===== config.mk =====
export PLATFORM = sky130hd
export DESIGN_NAME = deser_align_multi
export DESIGN_NICKNAME = d
export VERILOG_FILES = /design/src/rtl/deser_align_multi.sv
export SDC_FILE = /design/constraint.sdc
export NUM_CORES = 1
export LEC_CHECK = 0
export BUFFER_PORTS_ARGS = -buffer_cell sky130_fd_sc_hd__buf_4
export CELL_PAD_IN_SITES_DETAIL_PLACEMENT = 0
export CELL_PAD_IN_SITES_GLOBAL_PLACEMENT = 1
export CORE_MARGIN = 1.5
export CORE_UTILIZATION = 45
export DETAILED_ROUTE_END_ITERATION = 10
export PLACE_DENSITY_LB_ADDON = 0.1
export SLEW_MARGIN = 20
export SYNTH_ARGS = -nofsm -noshare
export SYNTH_HDL_FRONTEND = slang
export SYNTH_SLANG_ARGS = --single-unit

===== constraint.sdc =====
create_clock -name clock -period 2.8 [get_ports clock]
set_input_delay 0.42 -clock clock [delete_from_list [all_inputs] [get_ports clock]]
set_output_delay 0.42 -clock clock [all_outputs]
set_load 0.02 [all_outputs]

===== src/rtl/deser_align_multi.sv =====
// deser_align_multi: per-channel serial-to-parallel stage with sync-word
// alignment, lock tracking and a data-word timeout.
//
// Output strobe semantics: write[c] is a one-cycle strobe with no back-pressure.
// The par_data slice of channel c is valid in the cycle where write[c] is high.
// The slice then holds that value until the next write on that channel.
module deser_align_multi #(
    parameter int               NCH     = 2,
    parameter int               BPC     = 2,
    parameter int               WIDTH   = 16,
    parameter logic [WIDTH-1:0] SYNC    = 16'hF628,
    parameter int               TIMEOUT = 64
) (
    input  logic                 clock,
    input  logic                 res,
    input  logic                 run,
    input  logic [NCH*BPC-1:0]   ser_in,
    output logic [NCH*WIDTH-1:0] par_data,
    output logic [NCH-1:0]       write,
    output logic [NCH-1:0]       locked,
    output logic [NCH-1:0]       sync_seen,
    output logic [NCH-1:0]       lock_lost
);

    localparam int SRW = WIDTH + BPC - 1;            // shift register length
    localparam int WPC = WIDTH / BPC;                // clocks per word
    localparam int CW  = (WPC > 1) ? $clog2(WPC) : 1;
    localparam int PW  = (BPC > 1) ? $clog2(BPC) : 1;
    localparam int TW  = $clog2(TIMEOUT + 2);

    typedef enum logic [1:0] {
        ST_IDLE   = 2'd0,
        ST_SEARCH = 2'd1,
        ST_LOCKED = 2'd2
    } state_t;

    for (genvar c = 0; c < NCH; c++) begin : g_ch
        logic [SRW-1:0]   sr_q, sr_d;
        state_t           state_q, state_d;
        logic [PW-1:0]    phase_q, phase_d;
        logic [CW-1:0]    bit_cnt_q, bit_cnt_d;
        logic [TW-1:0]    to_cnt_q, to_cnt_d;
        logic [WIDTH-1:0] par_q, par_d;
        logic             write_q, write_d;
        logic             sync_q, sync_d;
        logic             lost_q, lost_d;
        logic [BPC-1:0]   match;
        logic             any_match;
        logic [PW-1:0]    first_p;
        logic [WIDTH-1:0] cur_word;
        logic             boundary;

        // Newest bits enter at the LSB end; the higher ser_in bit is the older one.
        assign sr_d = {sr_q[SRW-BPC-1:0], ser_in[c*BPC +: BPC]};

        // Compare every candidate window against the sync word.
        always_comb begin
            match = '0;
            for (int p = 0; p < BPC; p++) begin
                match[p] = (sr_q[p +: WIDTH] == SYNC);
            end
        end

        // Pick the lowest matching phase (most recent window wins).
        always_comb begin
            first_p   = '0;
            any_match = 1'b0;
            for (int p = BPC - 1; p >= 0; p--) begin
                if (match[p]) begin
                    first_p   = PW'(p);
                    any_match = 1'b1;
                end
            end
        end

        // Select the word at the latched alignment phase.
        always_comb begin
            cur_word = sr_q[WIDTH-1:0];
            for (int p = 0; p < BPC; p++) begin
                if (phase_q == PW'(p)) begin
                    cur_word = sr_q[p +: WIDTH];
                end
            end
        end

        assign boundary = (bit_cnt_q == CW'(WPC - 1));

        // Next-state and registered-output logic for the channel FSM.
        always_comb begin
            state_d   = state_q;
            phase_d   = phase_q;
            bit_cnt_d = bit_cnt_q;
            to_cnt_d  = to_cnt_q;
            par_d     = par_q;
            write_d   = 1'b0;
            sync_d    = 1'b0;
            lost_d    = 1'b0;
            if (!run) begin
                // Abort discards any partial word; par_q keeps its last value.
                state_d   = ST_IDLE;
                bit_cnt_d = '0;
                to_cnt_d  = '0;
            end else begin
                case (state_q)
                    ST_IDLE: begin
                        state_d   = ST_SEARCH;
                        bit_cnt_d = '0;
                        to_cnt_d  = '0;
                    end
                    ST_SEARCH: begin
                        if (any_match) begin
                            state_d   = ST_LOCKED;
                            phase_d   = first_p;
                            bit_cnt_d = '0;
                            to_cnt_d  = '0;
                            sync_d    = 1'b1;
                        end
                    end
                    ST_LOCKED: begin
                        if (boundary) begin
                            bit_cnt_d = '0;
                            if (cur_word == SYNC) begin
                                sync_d   = 1'b1;
                                to_cnt_d = '0;
                            end else begin
                                par_d    = cur_word;
                                write_d  = 1'b1;
                                to_cnt_d = to_cnt_q + TW'(1);
                                if ((TIMEOUT != 0) && (to_cnt_q + TW'(1) == TW'(TIMEOUT))) begin
                                    lost_d  = 1'b1;
                                    state_d = ST_SEARCH;
                                end
                            end
                        end else begin
                            bit_cnt_d = bit_cnt_q + CW'(1);
                        end
                    end
                    default: state_d = ST_IDLE;
                endcase
            end
        end

        // State and datapath registers with synchronous active-low reset.
        always_ff @(posedge clock) begin
            if (!res) begin
                sr_q      <= '0;
                state_q   <= ST_IDLE;
                phase_q   <= '0;
                bit_cnt_q <= '0;
                to_cnt_q  <= '0;
                par_q     <= '0;
                write_q   <= 1'b0;
                sync_q    <= 1'b0;
                lost_q    <= 1'b0;
            end else begin
                sr_q      <= sr_d;
                state_q   <= state_d;
                phase_q   <= phase_d;
                bit_cnt_q <= bit_cnt_d;
                to_cnt_q  <= to_cnt_d;
                par_q     <= par_d;
                write_q   <= write_d;
                sync_q    <= sync_d;
                lost_q    <= lost_d;
            end
        end

        assign par_data[c*WIDTH +: WIDTH] = par_q;
        assign write[c]                   = write_q;
        assign locked[c]                  = (state_q == ST_LOCKED);
        assign sync_seen[c]               = sync_q;
        assign lock_lost[c]               = lost_q;
    end

endmodule


Yosys cells after proc, flatten, opt, wreduce, memory -nomap -nowiden
Cells that the tools add are included.

storage, ports and cells
  input port bits = 7
  output and inout bits = 40
  flip-flop bits (word level) = 98

cells by class
  bitwise operators = 8
  equal/unequal tests = 22
  mux-type cells = 44
  add/subtract/negate cells = 4
  reductions and logical operators = 19

operators by type and width
  operator              count
  $eq 16x16->1 const B  6
  $mux 7                6
  $pmux 7 s3            2
  $mux 16               2
  $reduce_and 4->1      6
  $pmux 3 s3            2
  $mux 1                16
  $mux 2                8
  $add 7x1->7 const B   2
  $eq 7x7->1 const B    2
  $mux 3                4
  $pmux 2 s3            2
  $reduce_and 3->1      4
  $reduce_or 5->1       2
  $ne 2x1->1 const B    4
  $ne 2x2->1 const B    4
  $not 1->1             8
  $add 3x1->3 const B   2
  $eq 3x3->1 const B    2
  $reduce_and 2->1      3
  $reduce_bool 3->1     2
  $eq 2x1->1 const B    2
  $eq 2x2->1 const B    2
  $logic_not 2->1       2
  $pmux 1 s2            2

Depth between registers and ports, before layout
  word-level depth = 6
  gate-level depth with buffers = 9

Worst setup path after synthesis
No wires, ideal clock.

  kind = register to register
  from = reg g_ch[1].state_q[0]
  to = reg g_ch[1].to_cnt_q[5]
  path slack = 0.773 ns
  required time = 2.730 ns
  clock period less this slack = 2.027 ns
  buffers on the path = 2
  arrival = 1.957 ns
  cell stages (with the launch flop) = 9
  setup time = 0.070 ns
  cell sequence = dfxtp_1 inv_1 ha_1 clkbuf_1 or3_1 nand3_1 clkbuf_1 or4_1 a21oi_1

between the ends
  longest elaborated chain between the ends = 3
  elaborated cells on any way between the ends = 8
  those cells by class = eq/ne (4); mux (1); reduce/logical (3)

RTL lines
  what                                                              RTL line  source
  from (decl)                                                       39        state_t state_q, state_d;
  from (signal assigned)                                            157       state_q <= state_d;
  $eq 2x2->1 (*)                                                    --
  named net locked[1]                                               20        output logic [NCH-1:0] locked,
  $ne 2x1->1 (no line) / $reduce_bool 3->1 (equally long branches)  --
  $reduce_and 3->1 (no line)                                        --
  to (signal assigned)                                              160       to_cnt_q <= to_cnt_d;
  to (decl)                                                         42        logic [TW-1:0] to_cnt_q, to_cnt_d;

The timed path passes the listed nets; every way through them passes the cells marked *.
A chain may end at the register's enable or synchronous reset.

Worst setup path in the final report
  from = reg g_ch[1].sr_q[8]
  to = reg g_ch[1].to_cnt_q[4]

between the ends
  longest elaborated chain between the ends = 5
  elaborated cells on any way between the ends = 11
  those cells by class = eq/ne (4); mux (6); reduce/logical (1)

RTL lines
  what                                                   RTL line  source
  from (decl)                                            38        logic [SRW-1:0] sr_q, sr_d;
  from (signal assigned)                                 156       sr_q <= sr_d;
  $mux 16 / $eq 16x16->1 (equally long branches)         80, 60
  $eq 16x16->1 / $mux 1 (equally long branches)          122, 69
  $mux 7 / $mux 1 (equally long branches)                122, 69
  $mux 7 / $ne 2x2->1 (equally long branches)            --
  $pmux 7 s3 / $reduce_and 3->1 (equally long branches)  --

Several ways; a longest one is shown, not always the timed one. The select of a mux whose other input is x is not followed.

==> results.toml <==
[clock_network]
insertion_delay_ns = 0.37
cts_hold_buffers = 0
post_cts_buffers = 0
cts_made_buffers = 9
path_clk_slew_ns = 0.11
cts_tree = "done"
cts_resized = 0
clock-root-buffer = "clkbuf_8"
clock_path_buffers = 2
htreeDepth = 3
cts_num_sinks = 98

[floorplan]
io_pins = 47
core_sq_mm = 0.00937
die_y_um = 102
start_util_pct = 47.0
dieWidth_um = 102
die_area_sq_mm = 0.0104
std_cell_rows = 35

[timing]
tightest_slew_ns = 0.808
fin_ws_ns = 0.419
final.period_utilization_pct = 85.0
finalHoldViolCount = 0
finalSetupViolCount = 0
grt_setup_unrepaired = "false"
min_period_ns = 2.38
hold_ws_ns = 0.245
finClkSkew_ns = 0.0137
slew_viol_final = 0
relSlewSlack_pct = 46.0
finalSetupTns_ns = 0
fmax_ghz = 0.420

[worst_setup_path]
r2r_slack_ns = 0.42
worstPathArrival_ns = 2.66
cp_cell_sequence = "nor3b_1, nand4_1, o21ai_2, nand3_1, or4_1, a21oi_1"
critPathMaxFanout = 14
worstSetupStartpointType = "flip-flop"
cp_slowest_cell = "or4_1"
crit_required_ns = 3.08
rr_endpoint = "g_ch[1].to_cnt_q[4]"
critPathCaptureType = "flip-flop"
cp_slowest_stage_delay_ns = 0.61
crit_family = "simple AND/OR/NAND/NOR gates"
reg2reg_depth = 6
worstSetupPathType = "reg -> reg"
path_buf_inv = 0
rr_startpoint = "g_ch[1].sr_q[8]"

[routing]
firstDrtPassIters = 5
antenna_left = 0
viasPerCell = 5.31
drtIter0Drc = 101
wl_per_cell_um = 14.6
finalWirelength_mm = 9.40
vias = 3410
drc = 0

[placement]
pre_cts_slack_ns = 0.302
gp_congestion = 0.853
dpl.hpwl_mm = 6.45
place.port_buffers = 46

[synthesis]
synth.most_common_cell = "dfxtp_1"
async_reset_ff_share_pct = 0
synth.area.top_cells = "dfxtp_1, mux2i_1, a211oi_1"
syn_nets = 494
ys_dominant_reg_cell = "dfxtp_1"
synth-edff-count = 0
ys_seq_elements = 98
synth_largest_area_cell = "dfxtp_1"
synth_cells = 473
ys_seq_area_share_pct = 44.6
yosysUniqueCellTypes = 49
ys_warn_count = 0
syn_area_sq_mm = 0.00440
yosys-top-cells-count = "dfxtp_1, nor2_1, and2_1"
synth.top_cell.area_share_pct = 44.6
synth.avg_cell_area_sq_um = 9.30

[global_routing]
gr-total-overflow = 0
grt_pass1_vias = 3287
grt_pass1_wl_mm = 15.8
antenna_found_initial = 0
grt_start_max_net_pins = 39
track_usage_pct = 19.1

[cells_and_area]
ff_latch_area_sq_mm = 0.00196
n_fill_cell = 892
num-nets-final = 529
drive_gt1_share_pct = 16.6
multi_input_area_sq_mm = 0.00226
area_delta_synth_final_pct = 14.1
num_antenna_cells = 0

[hold_path]
holdPathEnd = "g_ch[1].sr_q[1]"
hold_class = "in -> reg"
holdPathStages = 2
min_from = "ser_in[3]"

[pwr]
p_leak_nw = 1.82
ir_drop_uv = 222
pwr_density_cell_mw_per_mm2 = 477

[status]
status = "finished clean"

[run]
cap_violations = 0
[worst register-to-register path, delay by kind of cell (launching register included)]
| kind | cells | cell delay [ns] |
|---|---|---|
| AO/OA/AOI/OAI | 2 | 0.36 |
| AND/OR/NAND/NOR | 4 | 1.58 |
| flip-flops | 1 | 0.36 |
[worst max path at each step]
| stage | startpoint | endpoint | slack (ns) | cells past startpoint |
|---|---|---|---|---|
| 2_1_floorplan | g_ch[1].state_q[0] | g_ch[1].to_cnt_q[5] | 0.77 | 8 |
| 3_3_place_gp | g_ch[1].phase_q | g_ch[1].par_q[15] | 0.35 | 6 |
| 3_5_place_dp | g_ch[1].phase_q | g_ch[1].par_q[15] | 0.30 | 7 |
| 4_1_cts | g_ch[1].phase_q | g_ch[1].par_q[15] | 0.29 | 7 |
| 5_1_grt | g_ch[1].sr_q[3] | g_ch[1].to_cnt_q[3] | 0.21 | 6 |
| 6_report | g_ch[1].sr_q[8] | g_ch[1].to_cnt_q[4] | 0.42 | 6 |
[layout by cell type (no fill, tap or decap), types with 4 or more instances in the layout]
master	instances
clkbuf_8	9
inv_1	11
o21ai_0	15
nor2b_1	17
buf_4	54
nor3b_1	5
mux2i_1	32
nand4_1	4
or3_1	5
and3_1	5
ha_1	14
and2_1	37
dfxtp_1	98
or4_1	6
nand3_1	15
nor2_1	51
nor3_1	8
a21oi_1	26
nand2_1	19
a211oi_1	31
a32oi_1	6
[stage by stage]
step                      instances  util, %  cell area [sq um]  total power, W
final                           642     53.6               5020         0.00240
after global routing            642     53.6               5020         0.00249
after CTS                       642     53.5               5010         0.00241
after detailed placement        626     51.5               4830         0.00155
after global placement          626     51.5               4830         0.00155
after floorplan                 473        -               4400         0.00151
[registers in the layout (all words and copies together) (netlist names)]
signal / cells
g_ch.bit_cnt_q: 6
g_ch.lost_q: 2
g_ch.par_q: 32
g_ch.phase_q: 2
g_ch.sr_q: 34
g_ch.state_q: 4
g_ch.sync_q: 2
g_ch.to_cnt_q: 14
g_ch.write_q: 2
[layer usage]
| metal | GRT usage [%] | up-vias | share of wire (%) |
|---|---|---|---|
| met5 | 0 | - | 0 |
| met4 | 7.80 | 0 | 1.4 |
| met3 | 2.80 | 11 | 2.2 |
| met2 | 31.1 | 51 | 47 |
| met1 | 25.7 | 1589 | 49 |
| li1 | - | 1759 | - |
[area by class of cell]
type,instances,area share (%)
Multi-Input combinational cell,333,45.0
Clock buffer,10,2.54
Clock inverter,6,1.17
Inverter,12,0.897
Timing Repair Buffer,54,8.08
Sequential cell,98,39.1
Tap cell,129,3.22
[where the power goes]
group	internal [W]	total (W)	switching, W
combinational	0.0000332	0.0000939	0.0000607
clock	0.000342	0.000882	0.000540
sequential	0.00140	0.00142	0.0000142
total	0.00178	0.00240	0.000615
[cells by family after synthesis]
group                    after synthesis  share of synthesized area [%]
buffers and inverters                 42                           4.26
adder cells (fa/ha/maj)               14                           3.98
AO/OA/AOI/OAI                         92                           14.7
flip-flops                            98                           44.6
AND/OR/NAND/NOR                      194                           25.0
multiplexers                          33                           7.53
(Power assumes the default switching activity.)
